[config.mk]
export PLATFORM = sky130hd
export DESIGN_NAME = multicycle_control_unit
export DESIGN_NICKNAME = d
export VERILOG_FILES = /design/src/rtl/multicycle_control_unit.sv
export SDC_FILE = /design/constraint.sdc
export NUM_CORES = 1
export LEC_CHECK = 0
export BUFFER_PORTS_ARGS = -buffer_cell sky130_fd_sc_hd__buf_2
export CORE_ASPECT_RATIO = 0.7
export CORE_UTILIZATION = 30
export CTS_BUF_LIST = sky130_fd_sc_hd__clkbuf_8 sky130_fd_sc_hd__clkbuf_16
export DETAILED_ROUTE_END_ITERATION = 8
export GPL_TIMING_DRIVEN = 0
export PLACE_DENSITY_LB_ADDON = 0.05
export SYNTH_ARGS = -nofsm -noshare
export SYNTH_HDL_FRONTEND = slang
export SYNTH_SLANG_ARGS = --single-unit
export TNS_END_PERCENT = 30
[constraint.sdc]
create_clock -name clock -period 2.2 [get_ports clock]
set_clock_uncertainty 0.05 [all_clocks]
set_input_delay 0.22 -clock clock [delete_from_list [all_inputs] [get_ports clock]]
set_output_delay 0.22 -clock clock [all_outputs]
set_load 0.005 [all_outputs]
[src/rtl/multicycle_control_unit.sv]
// Multi-cycle control FSM: steps each instruction through FETCH/DECODE/EXEC/MEM/WB
// (plus MULDIV). It handles imem/dmem handshakes, a memory timeout and illegal-opcode traps.
module multicycle_control_unit #(
    parameter int OPCODE_W    = 5,
    parameter int MULDIV_LAT  = 4,
    parameter int MEM_TIMEOUT = 16
) (
    input  logic                clock,
    input  logic                reset_n,
    input  logic [OPCODE_W-1:0] opcode,
    input  logic [4:0]          aluop,
    input  logic                instr_valid,
    input  logic                mem_ready,
    input  logic                branch_taken,
    input  logic                bex_cond,
    output logic                ir_write,
    output logic                pc_write,
    output logic [1:0]          pc_src,
    output logic                reg_write,
    output logic                reg_dst,
    output logic                mem_to_reg,
    output logic                alu_src_b,
    output logic                link_write,
    output logic                status_write,
    output logic                mem_read,
    output logic                mem_write,
    output logic                muldiv_start,
    output logic                illegal_op,
    output logic                mem_fault,
    output logic                busy,
    output logic [2:0]          state
);
    localparam int CNT_MAX = (MULDIV_LAT > MEM_TIMEOUT) ? MULDIV_LAT : MEM_TIMEOUT;
    localparam int CNT_W   = $clog2(CNT_MAX) + 1;
    localparam logic [CNT_W-1:0] MD_LOAD  = CNT_W'(MULDIV_LAT - 1);
    localparam logic [CNT_W-1:0] MEM_LOAD = CNT_W'(MEM_TIMEOUT - 1);

    typedef enum logic [2:0] {
        S_FETCH  = 3'd0,
        S_DECODE = 3'd1,
        S_EXEC   = 3'd2,
        S_MEM    = 3'd3,
        S_WB     = 3'd4,
        S_MULDIV = 3'd5
    } state_t;

    state_t              state_q, state_d;
    logic [CNT_W-1:0]    cnt_q, cnt_d;
    logic [OPCODE_W-1:0] op_q, op_d;
    logic [4:0]          aluop_q, aluop_d;

    // Opcode bits above the 5-bit field must all be zero for a legal instruction.
    logic       hi_zero;
    logic [4:0] op5;
    logic       is_r, is_md, is_j, is_br, is_jal, is_jr, is_addi, is_sw, is_lw, is_setx, is_bex, legal;

    assign hi_zero = ((op_q >> 5) == '0);
    assign op5     = op_q[4:0];
    assign is_r    = hi_zero && (op5 == 5'b00000);
    assign is_md   = is_r && (aluop_q[4:1] == 4'b0011);
    assign is_j    = hi_zero && (op5 == 5'b00001);
    assign is_br   = hi_zero && ((op5 == 5'b00010) || (op5 == 5'b00110));
    assign is_jal  = hi_zero && (op5 == 5'b00011);
    assign is_jr   = hi_zero && (op5 == 5'b00100);
    assign is_addi = hi_zero && (op5 == 5'b00101);
    assign is_sw   = hi_zero && (op5 == 5'b00111);
    assign is_lw   = hi_zero && (op5 == 5'b01000);
    assign is_setx = hi_zero && (op5 == 5'b10101);
    assign is_bex  = hi_zero && (op5 == 5'b10110);
    assign legal   = is_r | is_j | is_br | is_jal | is_jr | is_addi | is_sw | is_lw | is_setx | is_bex;

    assign state = state_q;
    assign busy  = (state_q != S_FETCH);

    always_ff @(posedge clock or negedge reset_n) begin
        if (!reset_n) begin
            state_q <= S_FETCH;
            cnt_q   <= '0;
            op_q    <= '0;
            aluop_q <= '0;
        end else begin
            state_q <= state_d;
            cnt_q   <= cnt_d;
            op_q    <= op_d;
            aluop_q <= aluop_d;
        end
    end

    always_comb begin
        state_d      = state_q;
        cnt_d        = cnt_q;
        op_d         = op_q;
        aluop_d      = aluop_q;
        ir_write     = 1'b0;
        pc_write     = 1'b0;
        pc_src       = 2'd0;
        reg_write    = 1'b0;
        reg_dst      = 1'b0;
        mem_to_reg   = 1'b0;
        alu_src_b    = 1'b0;
        link_write   = 1'b0;
        status_write = 1'b0;
        mem_read     = 1'b0;
        mem_write    = 1'b0;
        muldiv_start = 1'b0;
        illegal_op   = 1'b0;
        mem_fault    = 1'b0;
        case (state_q)
            S_FETCH: begin
                if (instr_valid) begin
                    ir_write = 1'b1;
                    op_d     = opcode;
                    aluop_d  = aluop;
                    state_d  = S_DECODE;
                end
            end
            S_DECODE: begin
                if (!legal) begin
                    illegal_op = 1'b1;
                    pc_write   = 1'b1;
                    state_d    = S_FETCH;
                end else begin
                    state_d = S_EXEC;
                end
            end
            S_EXEC: begin
                alu_src_b = is_addi | is_lw | is_sw;
                if (is_md) begin
                    muldiv_start = 1'b1;
                    cnt_d        = MD_LOAD;
                    state_d      = S_MULDIV;
                end else if (is_r || is_addi) begin
                    state_d = S_WB;
                end else if (is_lw || is_sw) begin
                    cnt_d   = MEM_LOAD;
                    state_d = S_MEM;
                end else begin
                    // Control-flow and setx retire directly from EXEC.
                    pc_write = 1'b1;
                    state_d  = S_FETCH;
                    if (is_br) begin
                        pc_src = branch_taken ? 2'd1 : 2'd0;
                    end else if (is_j || is_jal) begin
                        pc_src     = 2'd2;
                        reg_write  = is_jal;
                        link_write = is_jal;
                    end else if (is_jr) begin
                        pc_src = 2'd3;
                    end else if (is_bex) begin
                        pc_src = bex_cond ? 2'd2 : 2'd0;
                    end else begin
                        reg_write    = 1'b1;
                        status_write = 1'b1;
                    end
                end
            end
            S_MEM: begin
                mem_read  = is_lw;
                mem_write = is_sw;
                if (mem_ready) begin
                    if (is_lw) begin
                        state_d = S_WB;
                    end else begin
                        pc_write = 1'b1;
                        state_d  = S_FETCH;
                    end
                end else if (cnt_q == '0) begin
                    mem_fault = 1'b1;
                    pc_write  = 1'b1;
                    state_d   = S_FETCH;
                end else begin
                    cnt_d = cnt_q - 1'b1;
                end
            end
            S_MULDIV: begin
                if (cnt_q == '0) state_d = S_WB;
                else             cnt_d   = cnt_q - 1'b1;
            end
            S_WB: begin
                reg_write  = 1'b1;
                reg_dst    = is_r;
                mem_to_reg = is_lw;
                pc_write   = 1'b1;
                state_d    = S_FETCH;
            end
            default: state_d = S_FETCH;
        endcase
        // Reset silences every strobe, including ir_write while FETCH sees instr_valid.
        if (!reset_n) begin
            ir_write     = 1'b0;
            pc_write     = 1'b0;
            pc_src       = 2'd0;
            reg_write    = 1'b0;
            reg_dst      = 1'b0;
            mem_to_reg   = 1'b0;
            alu_src_b    = 1'b0;
            link_write   = 1'b0;
            status_write = 1'b0;
            mem_read     = 1'b0;
            mem_write    = 1'b0;
            muldiv_start = 1'b0;
            illegal_op   = 1'b0;
            mem_fault    = 1'b0;
        end
    end
endmodule

==> results by group <==
GRT
  – GR Overflow Total: 0
  – M1 GR Usage: 0.248
  – Met2 Resource Use GR: 0.267
  – First-pass GRT wire length: roughly 6000 um
  – Vias in the first global route: ~1200
  – Initial antenna violation count: 0
  – Met3 GRT Util: 0.0358
  – Pin count of the biggest net entering global routing: 18
  – Busiest grt layer: met2
  – Total track usage: 0.172

STA
  – Unrepaired setup endpoints after global routing: yes
  – Post-route minimum period: 2.55 ns
  – Setup slack after layout: -0.350 ns
  – Slew Viols, Final: 0
  – Final period utilization: 1.16
  – Slew @ Worst Pin: about 0.85 ns
  – Max Freq: 0.392 GHz
  – Relative slew slack: 0.432
  – Final Hold Vio Count: 0
  – Finish-stage setup viols: 2

Hold path
  – WHS Path Cells: 3
  – Hold Path End: op5[0]
  – Hold Startpoint: opcode[0]
  – Worst hold path class: in -> reg

Power
  – Sequential power share: 0.281
  – Total power: around 2.0 mW
  – P_sw: about 870 uW
  – Switching part of the total: 0.438
  – Pwr dens: 1190 nW/um^2
  – Internal power: approximately 1.1 mW
  – Logic pwr share: 0.591
  – VDD IR max: ~420 uV
  – Pleak: 0.771 nW
  – Power share of the clock group: 0.128

Placement
  – DP Area: 1520 um^2
  – GPL Wtd Cong: 0.776
  – Placed instance count: about 230
  – Port buffer count: 33
  – Detail Placement HPWL: approximately 2600 um

Route
  – Number of DRC markers in iteration 0: around 110
  – Drt drc: 0
  – Vias: between 1000 and 1500
  – Drt first pass iters: 4
  – ANT nets after route: 0
  – Vias/cell: slightly above 5
  – WL per Instance: 15.0 um
  – Total Wirelength: between 3000 and 4000 um

Setup path
  – Worst R2R Start: cnt_q[0]
  – Critical path type: reg -> out
  – Setup slack, reg-to-reg: around 0.14 ns
  – CP max FO: 3
  – RR Endpoint: cnt_q[3]
  – CP Data Required Time: ~1.9 ns
  – Critical Path Sink Type: output port
  – R2r worst-path depth: 7
  – Worst EP arrival: around 2.3 ns
  – Critical Path Start Type: register

Yosys
  – EDFF count, synth: 0
  – Largest area contributor in the netlist: dfrtp_1
  – Synth Instances: 147
  – Share of the synthesized area in the top cell type: 0.331
  – Yosys warning count: 0
  – Cell variety after synth: between 40 and 50
  – Post-synth ARST share: 1.00
  – Syn Area/Cell: roughly 9 um^2
  – Syn_nets: about 170
  – Synthesized flop and latch total: 17
  – Post-synthesis sequential area ratio: 0.331
  – Cells taking the most area after synthesis: dfrtp_1 (33%), mux2_2 (7.0%), nor2_1 (4.1%)
  – Post-Synthesis Cell Area: ~1300 um^2
  – Main synth FF type: dfrtp_1

Floorplan
  – Die area: 4560 um^2
  – Core Footprint: about 4000 um^2
  – Number of top-level pins: 35
  – Initial Util: 0.320
  – Die height: ~57 um
  – Row count: 19
  – Overall die width: 80.3 um

Layout
  – Layout cell share with drive strength beyond 1: 0.392
  – Multi-input gate area: between 700 and 800 um^2
  – Layout Cells excl Fill: ~240
  – FILL cells: roughly 430
  – Post-layout net count: ~210
  – Final design utilization: 0.415
  – Area Growth Syn to Fin: 29.6%
  – Fin area: between 1500 and 2000 um^2
  – Sequential Area: approximately 430 um^2
  – Diode count: 0

CTS
  – Clk slew on worst S/H paths: ~0.08 ns
  – CTS sink cnt: 17
  – Root Buffer: clkbuf_8
  – Maximum clock insertion buffer count: 2
  – H-tree lvl count: 1
  – CTS tree: done
  – Total CTS buffers: 3
  – Worst skew pair latency: ~0.26 ns

Outcome
  – Outcome: finished with violations
  – Failing checks: negative setup slack

Flow run
  – Max-cap viol count: 0
[cells by family (layout without fill, tap and decap cells)]
kind of cell | count (synthesis) | in the layout | share of synthesized area
xor gates and xnor gates | 5 | 5 | 0.0341
muxes | 9 | 9 | 0.0778
DFF | 17 | 17 | 0.331
AOI/OAI and AO/OA | 27 | 27 | 0.141
adders and majority gates | 2 | 2 | 0.0195
buffers and inverters | 17 | 59 | 0.0846
and+or+nand+nor | 70 | 70 | 0.312
[metrics by stage]
stage	setup slack, ns	setup TNS (ns)	hold WS [ns]
global route	-0.411	-0.640	0.115
global placement	-0.113	-0.113	0.165
finish	-0.350	-0.393	0.114
floorplan	0.0770	0	-0.126
CTS	-0.325	-0.418	0.110
detailed placement	-0.146	-0.146	0.162
[worst max-delay path: stages (launching register included)]
cell and delay (ns):
dfrtp_1 0.41, inv_2 0.09, ha_4 0.12, or4b_4 0.47, nor2b_4 0.14, a21o_1 0.19, a2111oi_4 0.31, o31a_1 0.17
buf_2 0.11
[cell usage in the layout (no fill, tap or decap), types with 4 or more instances in the layout]
cell	n
buf_2	34
dfrtp_1	17
nor2_1	13
nand2_1	12
o21ai_0	9
nand3_1	8
mux2_2	8
nor3_1	7
clkbuf_8	6
buf_4	6
inv_1	4
a21oi_1	4
[cell type report]
| type | count | area share |
|---|---|---|
| buffer | 10 | 0.0601 |
| clock buffer | 3 | 0.0248 |
| clock inverter | 1 | 0.00450 |
| inverter | 7 | 0.0158 |
| multi-input combinational | 113 | 0.477 |
| sequential | 17 | 0.255 |
| tap | 52 | 0.0390 |
| timing repair buffer | 38 | 0.123 |
[synth_stat cells (3+ instances only)]
| cell | n |
|---|---|
| nor2_1 | 14 |
| nor3b_1 | 3 |
| nor3_1 | 8 |
| mux2_2 | 8 |
| clkbuf_1 | 4 |
| nor4_1 | 4 |
| xnor2_1 | 3 |
| dfrtp_1 | 17 |
| clkbuf_8 | 3 |
| o21ai_0 | 9 |
| a21oi_1 | 4 |
| nand3_1 | 8 |
| and3_1 | 3 |
| nand2_1 | 12 |
| inv_1 | 7 |
| nor2b_1 | 3 |
[how the worst max path moves through the flow]
stage	start	to	slack, ns	cells past startpoint
global placement	cnt_q[0]	pc_write	-0.11	8
detailed placement	cnt_q[0]	pc_write	-0.15	8
global route	cnt_q[0]	pc_write	-0.41	8
floorplan	cnt_q[0]	pc_write	0.08	7
finish	cnt_q[0]	pc_write	-0.35	8
CTS	cnt_q[0]	pc_write	-0.32	8
[sequential cells by signal, indices dropped and copies added, names as in the netlist]
name,flops
cnt_q,5
op5,5
state,3
aluop_q,4
[layer usage]
| metal | wire length [um] | vias to the layer above |
|---|---|---|
| li1 | - | 617 |
| met1 | 1740 | 605 |
| met2 | 1700 | 27 |
| met3 | 163 | 2 |
| met4 | 17 | 0 |
| met5 | 0 | - |
[power groups by stage]
stage	Sequential [mW]	Clock [mW]	Combinational [mW]
after floorplan	0.525	0	0.781
after global placement	0.547	0	1.02
after detailed placement	0.550	0	1.03
after CTS	0.548	0.262	1.09
after global routing	0.574	0.283	1.29
final	0.557	0.254	1.17
[what timing repair did]
action / CTS / global route
hold buffers: 1 / 0
buffers inserted: 2 / 2
setup endpoints to repair: 4 / 6
endpoints found under the hold margin: 17 / 0
gates resized for setup: 11 / 8
pin swaps: 3 / 3
Power figures use the tool's default switching activity.
